--- src/rtl/watchdog_escalation_ctrl_if.sv ---
// Signal bundle between the watchdog escalation controller and its environment.
// The master side drives the watchdog level, the software ack and the cause clear; the slave side is the controller.
interface watchdog_escalation_ctrl_if;
  logic       interrupt;
  logic       irq_ack;
  logic       cause_clr;
  logic       irq_out;
  logic       sys_rst_n;
  logic       esc_cause;
  logic [7:0] esc_count;

  modport master (
    output interrupt, irq_ack, cause_clr,
    input  irq_out, sys_rst_n, esc_cause, esc_count
  );

  modport slave (
    input  interrupt, irq_ack, cause_clr,
    output irq_out, sys_rst_n, esc_cause, esc_count
  );
endinterface

--- src/rtl/watchdog_escalation_ctrl.sv ---
// Watchdog interrupt escalation: IRQ, ack window, system reset pulse and holdoff.
// Define WDT_ESC_EVT_CNT_EN to build the saturating escalation event counter.
module watchdog_escalation_ctrl #(
  parameter int unsigned ACK_WINDOW = 16,
  parameter int unsigned RST_PULSE  = 8,
  parameter int unsigned HOLDOFF    = 32
) (
  input  logic                       clk,
  input  logic                       rstn,
  watchdog_escalation_ctrl_if.slave  bus
);

  localparam logic [15:0] ACK_LAST   = 16'(ACK_WINDOW - 1);
  localparam logic [15:0] PULSE_LAST = 16'(RST_PULSE - 1);
  localparam logic [15:0] HOLD_LAST  = 16'(HOLDOFF - 1);

  typedef enum logic [1:0] {
    S_IDLE,
    S_IRQ_PEND,
    S_RST_ASSERT,
    S_HOLDOFF
  } state_t;

  state_t      state;
  logic [15:0] timer;
  logic        int_q;
  logic        irq_out_r;
  logic        sys_rst_n_r;
  logic        esc_cause_r;
  logic        evt;
  logic        esc_set;

  assign evt     = bus.interrupt & ~int_q;
  assign esc_set = (state == S_IRQ_PEND) && !bus.irq_ack && (timer == ACK_LAST);

  always_ff @(posedge clk or negedge rstn) begin
    if (!rstn) begin
      state       <= S_IDLE;
      timer       <= '0;
      int_q       <= 1'b0;
      irq_out_r   <= 1'b0;
      sys_rst_n_r <= 1'b1;
      esc_cause_r <= 1'b0;
    end else begin
      int_q <= bus.interrupt;
      // A clear is overridden below when an escalation happens in the same cycle.
      if (bus.cause_clr)
        esc_cause_r <= 1'b0;
      case (state)
        S_IDLE: begin
          if (evt) begin
            state     <= S_IRQ_PEND;
            timer     <= '0;
            irq_out_r <= 1'b1;
          end
        end
        S_IRQ_PEND: begin
          if (bus.irq_ack) begin
            state     <= S_IDLE;
            timer     <= '0;
            irq_out_r <= 1'b0;
          end else if (esc_set) begin
            state       <= S_RST_ASSERT;
            timer       <= '0;
            irq_out_r   <= 1'b0;
            sys_rst_n_r <= 1'b0;
            esc_cause_r <= 1'b1;
          end else begin
            timer <= timer + 16'd1;
          end
        end
        S_RST_ASSERT: begin
          if (timer == PULSE_LAST) begin
            state       <= S_HOLDOFF;
            timer       <= '0;
            sys_rst_n_r <= 1'b1;
          end else begin
            timer <= timer + 16'd1;
          end
        end
        S_HOLDOFF: begin
          if (timer == HOLD_LAST) begin
            state <= S_IDLE;
            timer <= '0;
          end else begin
            timer <= timer + 16'd1;
          end
        end
        default: begin
          state       <= S_IDLE;
          timer       <= '0;
          irq_out_r   <= 1'b0;
          sys_rst_n_r <= 1'b1;
        end
      endcase
    end
  end

  assign bus.irq_out   = irq_out_r;
  assign bus.sys_rst_n = sys_rst_n_r;
  assign bus.esc_cause = esc_cause_r;

`ifdef WDT_ESC_EVT_CNT_EN
  logic [7:0] esc_cnt_r;

  always_ff @(posedge clk or negedge rstn) begin
    if (!rstn)
      esc_cnt_r <= '0;
    else if (esc_set && (esc_cnt_r != 8'hFF))
      esc_cnt_r <= esc_cnt_r + 8'd1;
  end

  assign bus.esc_count = esc_cnt_r;
`else
  assign bus.esc_count = '0;
`endif

endmodule

--- src/flat_wrapper.sv ---
// flat-port wrapper written by rule: the top's interface ports become plain ports
module watchdog_escalation_ctrl_flat 
#(
  parameter int unsigned ACK_WINDOW = 16,
  parameter int unsigned RST_PULSE  = 8,
  parameter int unsigned HOLDOFF    = 32
)
  (clk, rstn, bus_interrupt, bus_irq_ack, bus_cause_clr, bus_irq_out, bus_sys_rst_n, bus_esc_cause, bus_esc_count);
  watchdog_escalation_ctrl_if bus_i ();
  input  logic clk;
  input  logic rstn;
  input wire logic [$bits(bus_i.interrupt)-1:0] bus_interrupt;
  input wire logic [$bits(bus_i.irq_ack)-1:0] bus_irq_ack;
  input wire logic [$bits(bus_i.cause_clr)-1:0] bus_cause_clr;
  output wire logic [$bits(bus_i.irq_out)-1:0] bus_irq_out;
  output wire logic [$bits(bus_i.sys_rst_n)-1:0] bus_sys_rst_n;
  output wire logic [$bits(bus_i.esc_cause)-1:0] bus_esc_cause;
  output wire logic [$bits(bus_i.esc_count)-1:0] bus_esc_count;
  assign bus_i.interrupt = bus_interrupt;
  assign bus_i.irq_ack = bus_irq_ack;
  assign bus_i.cause_clr = bus_cause_clr;
  assign bus_irq_out = bus_i.irq_out;
  assign bus_sys_rst_n = bus_i.sys_rst_n;
  assign bus_esc_cause = bus_i.esc_cause;
  assign bus_esc_count = bus_i.esc_count;
  watchdog_escalation_ctrl #(.ACK_WINDOW(ACK_WINDOW), .RST_PULSE(RST_PULSE), .HOLDOFF(HOLDOFF)) u_core (.clk(clk), .rstn(rstn), .bus(bus_i));
endmodule
--- config.mk ---
export PLATFORM = sky130hd
export DESIGN_NAME = watchdog_escalation_ctrl_flat
export DESIGN_NICKNAME = d
export VERILOG_FILES = /design/src/rtl/watchdog_escalation_ctrl_if.sv /design/src/rtl/watchdog_escalation_ctrl.sv /design/src/flat_wrapper.sv
export SDC_FILE = /design/constraint.sdc
export NUM_CORES = 1
export LEC_CHECK = 0
export ABC_CLOCK_PERIOD_IN_PS = 3600
export CAP_MARGIN = 10
export CORE_MARGIN = 3
export CORE_UTILIZATION = 39
export CTS_BUF_LIST = sky130_fd_sc_hd__clkbuf_4
export CTS_CLUSTER_SIZE = 16
export DETAILED_ROUTE_END_ITERATION = 16
export DONT_BUFFER_PORTS = 1
export GPL_ROUTABILITY_DRIVEN = 0
export PLACE_DENSITY = 0.49
export REMOVE_ABC_BUFFERS = 1
export SLEW_MARGIN = 10
export SYNTH_ARGS = -nofsm -noshare
export SYNTH_HDL_FRONTEND = slang
export SYNTH_SLANG_ARGS = --single-unit
--- constraint.sdc ---
create_clock -name clk -period 3.6 [get_ports clk]
set_input_delay 0.54 -clock clk [delete_from_list [all_inputs] [get_ports clk]]
set_output_delay 0.54 -clock clk [all_outputs]
set_load 0.01 [all_outputs]
==> impl_metrics.json, run 1 <==
{
  "worst_slew_pin_slew_ps": 948,
  "initial_utilization": 0.418,
  "finalCritPeriodShare": 0.721,
  "layout-drive-gt1-share": 0.0634,
  "place_ws_ps": 987,
  "drv_cap": 0,
  "ant_nets": 0,
  "start_kind": "flip-flop",
  "rsz0062_at_grt": "false",
  "io_pins": 16,
  "cp_max_fo": 12,
  "fin_tns_setup_ps": 0,
  "htree_levels": 1,
  "grtUsageTotal": 0.159,
  "design.die.area_um2": 4060,
  "gr-total-overflow": 0,
  "syn_area_um2": 1300,
  "post_cts_buffers": 0,
  "path_cells": "or4_4 > nor4_1 > nor2_1 > nor2_2 > o21ai_0",
  "cts_resized": 0,
  "p_leak_nw": 0.541,
  "ys_top_cells_by_area": "dfrtp_1 41%, buf_4 4.6%, o21ai_0 3.9%",
  "areaGrowthSynthToFinish_pct": 2.31,
  "ys_seq_elements": 22,
  "finalHoldViolations": 0,
  "fp-row-count": 20,
  "routed_via_density": 5.78,
  "synth.distinct_cells": 41,
  "grt_pass1_vias": 1071,
  "wire_per_inst_um": 16.1,
  "min-delay-path-class": "input pin to asynchronous set/reset pin",
  "syn_inst": 145,
  "drc_errors": 0,
  "dr.pass1.iters": 4,
  "clk_pin_slew_ps": 140,
  "crit_path_end_kind": "flip-flop",
  "wl_mm": 3.00,
  "fill_cells": 320,
  "cp.required_ps": 3790,
  "synth_edf_count": 0,
  "insertion_delay_ps": 320,
  "hold_buffers": 1,
  "min_period_ps": 2590,
  "grt_pass1_wl_mm": 5.15,
  "num_antenna_cells": 0,
  "synth_top_cell_by_area": "dfrtp_1",
  "syn_area_per_cell_um2": 8.95,
  "post-route-util": 0.428,
  "yosys.area.top_type_share": 0.405,
  "crit_type": "flip-flop to flip-flop",
  "crit_slowest_cell": "or4_4",
  "drtIter0Drc": 50,
  "ir_drop_mv": 0.163,
  "cts_buffer_depth": 2,
  "powerDensity_nw_per_um2": 579,
  "async_reset_ff_frac": 1.00,
  "drv_slew": 0,
  "ys_seq_area_frac": 0.425,
  "fin_ws_ps": 1010,
  "skew_ps": 10.2,
  "hpwlAfterDp_mm": 2.01,
  "cts.sink_count": 22,
  "grt_max_degree": 22,
  "outcome": "finished, final reports clean",
  "synth_flop_cell": "dfrtp_1",
  "die_w_um": 63.7,
  "antenna_found_initial": 0,
  "fin_nets": 149,
  "die_h_um": 63.7,
  "relSlewSlack": 0.366,
  "fmax_ghz": 0.385,
  "cts_made_buffers": 3,
  "cts_root_buf": "clkbuf_4",
  "cts_tree": "done",
  "finalSetupViolCount": 0,
  "core_area_um2": 3100,
  "rrSetupSlack_ps": 1010,
  "slowest_delay_ps": 550,
  "io_buffers": 0,
  "ys.warnings.count": 0,
  "arrival_ps": 2780,
  "via_count": 1075
}
## cell usage in the layout (no fill, tap or decap), types with 2 or more instances in the layout
cell type  instances
or4_1              2
nand3_1            9
o221ai_1           4
clkbuf_4           3
nand2b_1           2
or3_1              4
o22ai_1            3
nor2b_1            2
and3_1             4
o21ai_1            2
nor3_1             7
or4_4              2
o211ai_1           4
conb_1             8
dfrtp_1           21
nand2_1           13
inv_1              4
o31ai_1            6
a21oi_1            3
o21ai_0           10
nand4_1            3
nor4_1             2
nor2_1             6
## worst max-delay path: cells and delay by family (launching register included)
family,cells,cell delay (ps)
compound gates,1,170
simple gates,4,1810
flops,1,460
## state kept, by name, summed over array words and instances, names as in the netlist, named ones only
| name | cells |
|---|---|
| u_core.bus.irq_out | 1 |
| u_core.int_q | 1 |
| u_core.timer | 16 |
| u_core.state | 1 |
| u_core.bus.sys_rst_n | 1 |
| u_core.bus.esc_cause | 1 |
## per-layer routing
metal	global-route usage	up-vias	wire length, um
li1	-	522	-
met1	0.214	523	1400
met2	0.257	28	1430
met3	0.0410	2	155
met4	0.0323	0	19
met5	0	-	0
## power breakdown
group          leakage [nW]  switching [mW]  internal (mW)  total (mW)
Combinational         0.237           0.176          0.104       0.280
Sequential            0.289          0.0758          0.289       0.365
Clock                0.0154          0.0832         0.0406       0.124
Total                 0.541           0.335          0.433       0.768
## Yosys cell counts, types with 2 or more instances
library cell and instances:
and3_1 4, nor2b_1 2, buf_4 8, o22ai_1 3
nor2_1 6, o21ai_1 2, or4_1 2, inv_1 4
o31ai_1 6, a21oi_1 3, nand2_1 13, or4_4 2
o21ai_0 10, o211ai_1 4, nand2b_1 2, dfrtp_1 21
o221ai_1 4, nand4_1 3, or3_1 4, nor4_1 2
nor3_1 7, clkbuf_1 6, nand3_1 9
## metrics by stage
step	std cells	hold slack [ps]	power [mW]	area (um2)
6_report	186	34.1	0.768	1330
5_1_grt	186	12.2	0.830	1330
4_1_cts	186	32.1	0.772	1330
3_5_place_dp	181	245	0.643	1290
3_3_place_gp	181	245	0.639	1290
2_1_floorplan	137	244	0.560	1240
## area by class of cell
class / count / area (um2) / share of cell area
Clock buffer: 3 / 22.5 / 0.0170
Clock inverter: 1 / 3.75 / 0.00283
Inverter: 4 / 15.0 / 0.0113
Multi-Input combinational cell: 111 / 669 / 0.504
Sequential cell: 22 / 552 / 0.416
Tap cell: 44 / 55.1 / 0.0415
Timing Repair Buffer: 1 / 10.0 / 0.00754
## path summary, 6_finish.rpt
| kind | from | to | depth (start not counted) |
|---|---|---|---|
| worst max-delay path | u_core.timer[5] | u_core.timer[13] | 5 |
| worst min-delay path | rstn | u_core.bus.sys_rst_n | 0 |
| min in group clk | bus_interrupt | u_core.int_q | 0 |
| max in group asynchronous | rstn | u_core.timer[11] | 1 |
| worst min register to register | u_core.bus.sys_rst_n | u_core.bus.sys_rst_n | 2 |
| worst max register to register | u_core.timer[5] | u_core.timer[13] | 5 |
## logic make-up after synthesis
family,count (synthesis),share of synthesized area
flops,22,0.425
simple gates,61,0.256
buf+inv,19,0.0791
fa+ha+maj,1,0.00964
mux,2,0.0193
other cells,1,0.00289
xor+xnor,1,0.00675
compound gates,38,0.202
No activity file was read; power rests on OpenSTA's default activity.
==> inputs of run 2 (changes only) <==
Settings changed: ABC_CLOCK_PERIOD_IN_PS 3600 to 2300, PLACE_DENSITY 0.49 to 0.51.
Clock period 3.6 ns to 2.3 ns, I/O delays scaled along.
==> run 2 against run 1 <==
Against the previous run: register-to-register slack lost 1000 ps; setup slack lost 1000 ps; via count grew 6.1%; die area is the same; the flow now finishes with violations (negative setup slack); largest cell class unchanged.
==> impl_metrics.json, run 2 (synthesis gave the netlist of run 1 again) <==
{
  "outcome": "finished with violations",
  "violations": "negative setup slack",
  "via_count": 1141,
  "ir_drop_mv": 0.416,
  "gr-total-overflow": 0,
  "skew_ps": 10.2,
  "fin_nets": 169,
  "finalCritPeriodShare": 1.01,
  "cts_tree": "done",
  "crit_path_end_kind": "flip-flop",
  "final_common_cell": "dfrtp_1",
  "routed_via_density": 5.54,
  "cts_root_buf": "clkbuf_4",
  "io_buffers": 0,
  "io_pins": 16,
  "crit_path_end": "u_core.state[0]",
  "areaGrowthSynthToFinish_pct": 16.7,
  "finalSetupViolCount": 1,
  "design.die.area_um2": 4060,
  "rsz0062_at_grt": "true",
  "cts.sink_count": 22,
  "start_kind": "flip-flop",
  "drc_errors": 0,
  "crit_slowest_cell": "or4_4",
  "drv_slew": 0,
  "powerDensity_nw_per_um2": 910,
  "ant_nets": 0,
  "drtIter0Drc": 59,
  "insertion_delay_ps": 310,
  "grt_max_degree": 23,
  "path_cells": "or4_4 > or4_4 > o21a_4 > or2_4 > mux2_4",
  "die_h_um": 63.7,
  "cp_common_cell": "or4_4",
  "top_register": "u_core.timer",
  "layout-drive-gt1-share": 0.216,
  "core_area_um2": 3100,
  "fp-row-count": 20,
  "dr.pass1.iters": 4,
  "grt_pass1_wl_mm": 5.16,
  "min_period_ps": 2320,
  "fill_cells": 305,
  "num_antenna_cells": 0,
  "die_w_um": 63.7,
  "drv_cap": 0,
  "worst_slew_pin_slew_ps": 1030,
  "arrival_ps": 2520,
  "largest_register_ffs": 16,
  "cp_max_fo": 8,
  "ff_latch_area_um2": 552,
  "p_leak_nw": 0.655,
  "cts_made_buffers": 3,
  "reg2reg_to": "u_core.state[0]",
  "slowest_delay_ps": 540,
  "critPathLaunch": "u_core.timer[12]",
  "clk_pin_slew_ps": 130,
  "multi_input_area_um2": 689,
  "place_ws_ps": 21.5,
  "grtUsageTotal": 0.165,
  "wl_mm": 3.06,
  "initial_utilization": 0.418,
  "hpwlAfterDp_mm": 2.26,
  "finalHoldViolations": 0,
  "grt_pass1_vias": 1103,
  "rrSetupSlack_ps": -20,
  "rr_startpoint": "u_core.timer[12]",
  "cp.required_ps": 2500,
  "cts_buffer_depth": 2,
  "fin_ws_ps": -15.5,
  "htree_levels": 1,
  "relSlewSlack": 0.312,
  "crit_type": "flip-flop to flip-flop",
  "min-delay-path-class": "input pin to flip-flop",
  "final_cell_mix": "21 x dfrtp_1, 19 x buf_4, 13 x nand2_1",
  "rr_worst_depth": 5,
  "antenna_found_initial": 0,
  "fmax_ghz": 0.432,
  "p_total_mw": 1.38,
  "wire_per_inst_um": 14.8
}
run 2: cell count changes in the layout (fill, tap and decap cells not counted), sizes merged:
cell / delta
buf: +20
clkbuf: +1
clkinv: -1
run 2: layout make-up:
type                    count  area share
flip-flops and latches     22       0.364
clock buffers               4      0.0198
multi-input cells         111       0.455
inverters                   4     0.00992
repair buffers             21       0.114
well taps                  44      0.0364
run 2: repair_timing:
item,CTS,global route
gates resized for setup,1,8
hold endpoints to repair,22,0
setup endpoints to repair,1,8
pin swaps,0,5
buffers inserted,0,1
hold buffers,1,0
run 2: report_power, final:
| part | leakage, nW | switching, mW | internal (mW) |
|---|---|---|---|
| clock | 0.0184 | 0.121 | 0.0795 |
| sequential | 0.289 | 0.108 | 0.452 |
| combinational | 0.347 | 0.321 | 0.296 |
run 2: layer usage:
metal	share of wire	vias to the layer above	wire length [um]	track usage
met2	0.48	42	1460	0.288
met3	0.060	4	183	0.0392
met4	0.015	0	46	0.0485
met1	0.45	535	1370	0.200
li1	-	560	-	-
met5	0	-	0	0
run 2: critical path: cells and delay by family (launching register included):
family,cells,cell delay [ps]
simple gates,3,1300
flops,1,400
compound gates,1,260
mux,1,250
run 2: how the worst min path moves through the flow:
stage	from	endpoint	cells after the start
after floorplan	rstn	asynchronous set/reset pin	0
after global placement	rstn	u_core.bus.esc_cause	0
after detailed placement	rstn	u_core.bus.esc_cause	0
after CTS	bus_interrupt	u_core.int_q	0
after global routing	bus_interrupt	u_core.int_q	0
final	bus_interrupt	u_core.int_q	0
run 2: stage by stage:
stage	instance area, um2	TNS, ps	util	cells	hold slack, ps
floorplan	1240	0	-	137	49.4
global placement	1450	0	0.466	200	49.9
detailed placement	1450	0	0.466	200	49.9
CTS	1490	0	0.480	205	44.3
global route	1510	-89.7	0.488	206	23.7
finish	1510	-15.5	0.488	206	52.9
==> inputs of run 3 (changes only) <==
Settings changed: CORE_UTILIZATION 39 to 58, PLACE_DENSITY 0.51 to 0.72.
==> run 3 against run 2 <==
Against the previous run: the flow still finishes with violations (negative setup slack); sequential power increased by 1%; clock skew down 4.0 ps; sequential share of layout area fell by 0.060 points; global-route usage rose by 7.2 points; fmax shrank 0.21%; die area down 30%; wire length rose by 1.3%; critical endpoint is now u_core.timer[9].
==> impl_metrics.json, run 3 (synthesis gave the netlist of run 1 again) <==
{
  "outcome": "finished with violations",
  "dr.pass1.iters": 4,
  "gr-total-overflow": 0,
  "rr_worst_depth": 6,
  "io_pins": 16,
  "finalSetupViolCount": 1,
  "design.die.area_um2": 2840,
  "areaGrowthSynthToFinish_pct": 16.9,
  "start_kind": "flip-flop",
  "cts.sink_count": 22,
  "relSlewSlack": 0.332,
  "layout-drive-gt1-share": 0.225,
  "hpwlAfterDp_mm": 2.10,
  "final_cell_mix": "21 x dfrtp_1, 17 x buf_4, 13 x nand2_1",
  "fp-row-count": 16,
  "via_count": 1215,
  "worstHoldPathCells": 0,
  "skew_ps": 6.16,
  "crit_path_end_kind": "flip-flop",
  "grt_pass1_wl_mm": 4.95,
  "io_buffers": 0,
  "arrival_ps": 2520,
  "rsz0062_at_grt": "true",
  "die_w_um": 53.3,
  "grt_max_degree": 23,
  "drc_errors": 0,
  "clk_pin_slew_ps": 130,
  "hold-worst-slack_ps": 47.3,
  "min_period_ps": 2320,
  "final_common_cell": "dfrtp_1",
  "fin_nets": 167,
  "htree_levels": 1,
  "wire_per_inst_um": 16.6,
  "num_antenna_cells": 0,
  "worst_slew_pin_slew_ps": 999,
  "finalCritPeriodShare": 1.01,
  "p_leak_nw": 0.657,
  "cts_root_buf": "clkbuf_4",
  "routed_via_density": 6.50,
  "cts_tree": "done",
  "violations": "negative setup slack",
  "wl_mm": 3.10,
  "antenna_found_initial": 0,
  "powerDensity_nw_per_um2": 979,
  "die_h_um": 53.3,
  "cp_max_fo": 6,
  "ir_drop_mv": 0.863,
  "grt_pass1_vias": 1073,
  "insertion_delay_ps": 310,
  "core_area_um2": 2040,
  "cts_buffer_depth": 2,
  "largest_register_ffs": 16,
  "cts_made_buffers": 3,
  "initial_utilization": 0.635,
  "drv_slew": 0,
  "fmax_ghz": 0.431,
  "ant_nets": 0,
  "place_ws_ps": 31.7,
  "grtUsageTotal": 0.237,
  "finalHoldViolations": 0,
  "crit_type": "flip-flop to flip-flop",
  "drv_cap": 0,
  "fill_cells": 157,
  "drtIter0Drc": 56,
  "top_register": "u_core.timer",
  "fin_ws_ps": -20.3,
  "min-delay-path-class": "input pin to flip-flop",
  "cp.required_ps": 2500
}
-- run 3: cell count changes in the layout (fill, tap and decap cells not counted) --
cell	delta
buf_4	-2
bufinv_16	+1
clkbuf_4	-1
nor2_1	-1
nor2_2	+1
o21ai_1	+1
o21ai_2	-1
o221ai_1	-2
o221ai_2	+2
o31ai_1	-1
o31ai_2	+1
-- run 3: stage by stage --
stage	TNS [ps]	util	cells	area, um2	power [mW]
after CTS	0	0.721	186	1470	1.45
after detailed placement	0	0.691	181	1410	1.14
after global routing	-133	0.743	187	1520	1.58
after floorplan	0	-	137	1240	0.877
final	-20.3	0.743	187	1520	1.48
after global placement	0	0.691	181	1410	1.12
-- run 3: repair_timing --
item | 4_1_cts | 5_1_grt
buffers inserted | 0 | 1
setup endpoints to repair | 0 | 14
endpoints found under the hold margin | 22 | 0
hold buffers | 1 | 0
resized for setup | 0 | 12
-- run 3: worst paths after layout --
| kind | end | slack [ps] | from |
|---|---|---|---|
| worst max-delay path | u_core.timer[9] | -20 | u_core.timer[5] |
| worst max register to register | u_core.timer[9] | -20 | u_core.timer[5] |
| min in group asynchronous | u_core.timer[3] | 630 | rstn |
| worst min-delay path | u_core.int_q | 50 | bus_interrupt |
| max in group asynchronous | u_core.bus.irq_out | 1070 | rstn |
| worst min register to register | u_core.bus.sys_rst_n | 530 | u_core.bus.sys_rst_n |
-- run 3: routing by layer --
| layer | up-vias | global-route usage | wire length [um] |
|---|---|---|---|
| met2 | 42 | 0.390 | 1560 |
| met4 | 0 | 0.0638 | 31 |
| li1 | 558 | - | - |
| met3 | 5 | 0.0254 | 164 |
| met1 | 610 | 0.327 | 1340 |
| met5 | - | 0 | 0 |
-- run 3: final cells by class --
type | instances | area, um2 | share of cell area
clock buffers | 3 | 22.5 | 0.0149
inverters | 4 | 15.0 | 0.00990
flip-flops and latches | 22 | 552 | 0.364
multi-input cells | 111 | 706 | 0.465
repair buffers | 19 | 158 | 0.104
well taps | 27 | 33.8 | 0.0223
clock inverters | 1 | 30.0 | 0.0198
-- run 3: worst max-delay path, stage by stage (launching register included) --
cell      delay (ps)
dfrtp_1          400
or4_4            530
or4_4            530
o21a_4           230
buf_4            160
o221ai_1         220
o31ai_1          120
-- run 3: report_power, final --
part           switching, mW  internal [mW]  total (mW)
sequential             0.116          0.452       0.568
clock                  0.124          0.176       0.300
combinational          0.330          0.285       0.616
==> variant 1, RTL diff (config.mk and constraints of run 3) <==
The 4 states of `state_t` get a one-hot encoding in 4 bits.
--- a/src/rtl/watchdog_escalation_ctrl.sv
+++ b/src/rtl/watchdog_escalation_ctrl.sv
@@ -14,11 +14,11 @@
   localparam logic [15:0] PULSE_LAST = 16'(RST_PULSE - 1);
   localparam logic [15:0] HOLD_LAST  = 16'(HOLDOFF - 1);
 
-  typedef enum logic [1:0] {
-    S_IDLE,
-    S_IRQ_PEND,
-    S_RST_ASSERT,
-    S_HOLDOFF
+  typedef enum logic [3:0] {
+    S_IDLE       = 4'b0001,
+    S_IRQ_PEND   = 4'b0010,
+    S_RST_ASSERT = 4'b0100,
+    S_HOLDOFF    = 4'b1000
   } state_t;
 
   state_t      state;
Behaviour: same outputs for any inputs over 10 cycles, from zero or initial values and one cycle with rstn low; not proved beyond that.
==> variant 1 against run 3 <==
Sequential cell count rose by 2; first-iteration DRC count is 66% lower; wire length shrank 15%; critical path type unchanged; sequential share of layout area rose by 4.1 points; worst setup slack better by 220 ps; area after synthesis rose by 14%; synthesized cell count rose by 3.4%; power fell by 29%; critical endpoint is now u_core.timer[2]$_DFFE_PN0P_; design area shrank 1.7%.
==> variant 1: results (changes against run 3) <==
STA
  – Setup Skew: 8.824 ps (was 6.158 ps)
  – Slew at the pin closest to its max-slew limit: 569.4 ps (was 999.0 ps)

Layout
  – Largest Register: u_core.timer (unchanged)
  – # fillers: 193 (was 157)
  – Share of cells above drive strength 1: 17.88% (was 22.50%)
  – Ant diodes: 0 (unchanged)
  – Layout Nets: 158 (was 167)

Worst setup path
  – Crit-path slowest cell: dfstp_2 (was or4_4)
  – Arrival time worst endpoint: 2300 ps (was 2520 ps)
  – Crit path max fanout: 11 (was 6)
  – Max incr delay on CP: 640 ps (was 530 ps)

Placement
  – Placed Area: 1439 um^2 (was 1410 um^2)
  – Worst slack, placed: 255.4 ps (was 31.73 ps)
  – Hpwl dp: 1.865 mm (was 2.096 mm)

Global routing
  – Initial antenna violation count: 0 (unchanged)
  – Vias in the first global route: 1016 (was 1073)
  – Pin count of the biggest net entering global routing: 25 (was 23)
  – Total Routing Usage GR: 18.17% (was 23.73%)
  – Global-route wire length before repair: 4.602 mm (was 4.947 mm)

Synth
  – Most frequent cells after synthesis: dfrtp_1, xnor2_1, buf_4, nand2_1 (was dfrtp_1, nand2_1, o21ai_0, nand3_1, buf_4)
  – Synth area leaders: dfrtp_1, xnor2_1, a21oi_2, buf_4, dfstp_2 (was dfrtp_1, buf_4, o21ai_0, nand2_1, nand3_1)
  – Sequential area share after synthesis: 40.68% (was 42.53%)
  – Library cells used by synthesis: 42 (was 41)

Detailed routing
  – Initial DRC Count: 19 (was 56)
  – Routed length per instance: 14.67 um (was 16.56 um)
  – Via count: 1078 (was 1215)

Clock tree
  – Clk slew on worst S/H paths: 130 ps (about the same)
  – Postcts setup bufs: 0 (unchanged)
  – # H-tree levels: 1 (unchanged)
  – Clk buf depth: 2 (unchanged)

Power and ir drop
  – Peak supply drop: 0.6339 mV (was 0.8626 mV)
  – Leakage: 0.5791 nW (was 0.6568 nW)

Outcome
  – Outcome: finished, final reports clean (was finished with violations)

Min path
  – Hold WC Path Type: in -> reg (unchanged)
## variant 1: cell count changes in the layout (fill, tap and decap cells not counted), sizes merged, moves of 4 or more
| cell | delta |
|---|---|
| xor2 | +4 |
| a21oi | +11 |
| o211ai | -4 |
| xnor2 | +11 |
| or4 | -4 |
| o21ai | -4 |
| o31ai | -6 |
| o221ai | -4 |
| buf | -12 |
## variant 1: stage by stage
stage | utilization, % | hold slack [ps] | std cells
final | 64.27 | 30.61 | 179
after global routing | 64.27 | 7.224 | 179
after CTS | 63.63 | 20.12 | 178
after detailed placement | 62.06 | 49.92 | 173
after global placement | 62.06 | 49.90 | 173
after floorplan | - | 49.41 | 140
## variant 1: worst paths after layout
path                                        startpoint                          endpoint  slack [ps]  depth (start not counted)
min reg2reg                u_core.timer[1]$_DFFE_PN0P_       u_core.timer[1]$_DFFE_PN0P_         540                          2
min                                      bus_interrupt            u_core.int_q$_DFF_PN0_          30                          0
max                        u_core.state[0]$_DFFE_PN1P_       u_core.timer[2]$_DFFE_PN0P_         200                          5
min in group asynchronous                         rstn       u_core.state[1]$_DFFE_PN0P_         440                          1
max reg2reg                u_core.state[0]$_DFFE_PN1P_       u_core.timer[2]$_DFFE_PN0P_         200                          5
max in group asynchronous                         rstn  u_core.bus.sys_rst_n$_DFFE_PN1P_        1280                          2
## variant 1: kinds of logic after synthesis
group | Yosys count | synth area share (%)
compound gates | 28 | 13.84
flops | 24 | 40.68
other cells | 1 | 0.2529
fa+ha+maj | 1 | 0.8437
mux | 1 | 1.519
buf+inv | 20 | 10.38
simple gates | 59 | 23.04
xor+xnor | 16 | 9.451
## variant 1: area by class of cell
type	count	area, um^2	share of cell area [%]
multi-input cells	113	752.0	50.46
flip-flops and latches	24	603.1	40.47
repair buffers	7	62.56	4.198
well taps	28	35.03	2.351
clock buffers	3	22.52	1.511
inverters	3	11.26	0.7557
clock inverters	1	3.754	0.2519
## variant 1: repair_timing
action / in CTS / in global routing
hold buffers: 1 / 0
gates resized for setup: 0 / 0
hold endpoints to repair: 24 / 0
## variant 1: power breakdown
group	leakage [nW]	internal (mW)	switching, mW
Clock	0.0154	0.0637	0.127
Sequential	0.323	0.461	0.0529
Combinational	0.241	0.144	0.203
Total	0.579	0.668	0.384
## variant 1: per-layer routing
metal / wire length [um] / vias up / share of wire (%) / GRT usage (%)
met5: 0 / - / 0 / 0
met4: 47 / 0 / 1.8 / 8.136
met3: 136 / 6 / 5.2 / 2.529
met2: 1174 / 38 / 45 / 26.57
met1: 1267 / 518 / 48 / 26.50
li1: - / 516 / - / -
==> variant 2, RTL diff (settings of run 3) <==
Without the edit above. `RST_PULSE` is set to 8 in 2 places; all go to 6.
--- a/src/rtl/watchdog_escalation_ctrl.sv
+++ b/src/rtl/watchdog_escalation_ctrl.sv
@@ -2,7 +2,7 @@
 // Define WDT_ESC_EVT_CNT_EN to build the saturating escalation event counter.
 module watchdog_escalation_ctrl #(
   parameter int unsigned ACK_WINDOW = 16,
-  parameter int unsigned RST_PULSE  = 8,
+  parameter int unsigned RST_PULSE  = 6,
   parameter int unsigned HOLDOFF    = 32
 ) (
   input  logic                       clk,
--- a/src/flat_wrapper.sv
+++ b/src/flat_wrapper.sv
@@ -2,7 +2,7 @@
 module watchdog_escalation_ctrl_flat 
 #(
   parameter int unsigned ACK_WINDOW = 16,
-  parameter int unsigned RST_PULSE  = 8,
+  parameter int unsigned RST_PULSE  = 6,
   parameter int unsigned HOLDOFF    = 32
 )
   (clk, rstn, bus_interrupt, bus_irq_ack, bus_cause_clr, bus_irq_out, bus_sys_rst_n, bus_esc_cause, bus_esc_count);
Behaviour: same outputs for any inputs over 10 cycles, from zero or initial values and one cycle with rstn low; that may be too few to reach the edited logic, so the function may still have changed.
==> variant 2 against run 3 <==
Worst hold slack better by 3.9 ps; area after synthesis grew 3.6%; sequential cell count is the same; design area is 2.2% lower; power decreased by 3.3%; wire length is 3.1% higher; largest cell class unchanged; non-clock buffer count shrank 3; count of clock-buffer cells in the layout unchanged; worst setup slack improved by 79 ps.
==> variant 2: results (changes against run 3) <==
Outcome
  – Outcome: finished, final reports clean (was finished with violations)

Detailed routing
  – Routed length per instance: 16.45 um (was 16.56 um)
  – Routed vias/inst: 6.144 (was 6.497)
  – First-pass iteration count of the detailed router: 5 (was 4)
  – Initial DRC Count: 71 (was 56)

Layout
  – Share of cells above drive strength 1: 19.16% (was 22.50%)
  – Ant diodes: 0 (unchanged)
  – Max reg flops: 16 (unchanged)
  – Largest Register: u_core.timer (unchanged)
  – # fillers: 159 (was 157)
  – Layout Nets: 175 (was 167)

Power and ir drop
  – Leakage: 0.6110 nW (was 0.6568 nW)
  – Peak supply drop: 0.6299 mV (was 0.8626 mV)

Synth
  – Library cells used by synthesis: 46 (was 41)
  – Most frequent cells after synthesis: dfrtp_1, o21ai_0, nand2_1, inv_1 (was dfrtp_1, nand2_1, o21ai_0, nand3_1, buf_4)
  – Synth area leaders: dfrtp_1, o21ai_0, buf_4, nand2_1, nand3_1 (was dfrtp_1, buf_4, o21ai_0, nand2_1, nand3_1)
  – Ys flop type: dfrtp_1 (unchanged)
  – Sequential area share after synthesis: 41.06% (was 42.53%)
  – Mapped Area: 1344 um^2 (was 1297 um^2)

STA
  – Final setup viols: 0 (was 1)
  – Final hold vios: 0 (unchanged)
  – Slew at the pin closest to its max-slew limit: 1022 ps (was 999.0 ps)
  – Setup Skew: 2.793 ps (was 6.158 ps)

Min path
  – Hold WC Path Type: in -> reg (unchanged)

Clock tree
  – Root buf cell: clkbuf_4 (unchanged)
  – Clk_lat worst skew: ~300 ps

Placement
  – Hpwl dp: 2.252 mm (was 2.096 mm)
  – Port bufs: 0 (unchanged)

Worst setup path
  – Arrival time worst endpoint: 2420 ps (was 2520 ps)
  – Crit path max fanout: 6 (unchanged)

Global routing
  – Vias in the first global route: 1109 (was 1073)
  – Global-route wire length before repair: 5.002 mm (was 4.947 mm)
  – Total Routing Usage GR: 24.05% (was 23.73%)
## variant 2: timing repair
action                     4_1_cts  5_1_grt
setup buffers                    0        2
setup endpoints to repair        0       14
hold buffers                     1        0
gates resized for setup          0        5
hold endpoints to repair        22        0
## variant 2: final cells by class
class	count	area share (%)
multi-input cells	116	48.10
flip-flops and latches	22	37.30
repair buffers	16	8.270
inverters	9	2.278
well taps	27	2.278
clock buffers	3	1.519
clock inverters	1	0.2532
## variant 2: worst max-delay path: stages (launching register included)
cell     delay (ps)
dfrtp_1         400
or4_4           550
or4_4           550
o21a_4          260
buf_4           140
o22ai_1         120
o21ai_0          90
## variant 2: cell families after synthesis
logic type,share of synthesized area [%]
other cells,0.2791
buf+inv,9.497
flops,41.06
compound gates,18.53
simple gates,26.82
xor+xnor,1.956
fa+ha+maj,1.862
## variant 2: final timing paths
path | start | endpoint | slack, ps | cells past startpoint
setup / recovery | u_core.timer[9]$_DFFE_PN0P_ | u_core.timer[3]$_DFFE_PN0P_ | 60 | 6
hold / removal | bus_interrupt | u_core.int_q$_DFF_PN0_ | 50 | 0
setup reg to reg | u_core.timer[9]$_DFFE_PN0P_ | u_core.timer[3]$_DFFE_PN0P_ | 60 | 6
hold reg to reg | u_core.timer[15]$_DFFE_PN0P_ | u_core.timer[15]$_DFFE_PN0P_ | 550 | 2
max in group asynchronous | rstn | u_core.timer[11]$_DFFE_PN0P_ | 970 | 1
min in group asynchronous | rstn | u_core.bus.esc_cause$_DFF_PN0_ | 650 | 1
## variant 2: per-layer routing
metal | GRT usage [%] | vias up | wire (um)
li1 | - | 570 | -
met1 | 33.04 | 552 | 1390
met2 | 38.45 | 62 | 1477
met3 | 2.770 | 8 | 267
met4 | 9.129 | 0 | 56
met5 | 0 | - | 0
## variant 2: where the power goes
group | switching, mW | internal, mW | leakage, nW
Combinational | 0.301 | 0.265 | 0.334
Clock | 0.117 | 0.0633 | 0.0154
Sequential | 0.162 | 0.527 | 0.262
Total | 0.580 | 0.856 | 0.611
## variant 2: metrics by stage
| step | cell area [um^2] | std cells | worst slack [ps] |
|---|---|---|---|
| 2_1_floorplan | 1276 | 146 | 82.82 |
| 5_1_grt | 1483 | 194 | 2.738 |
| 3_5_place_dp | 1408 | 186 | 44.51 |
| 3_3_place_gp | 1408 | 186 | 89.36 |
| 4_1_cts | 1444 | 191 | 19.43 |
| 6_report | 1483 | 194 | 58.67 |
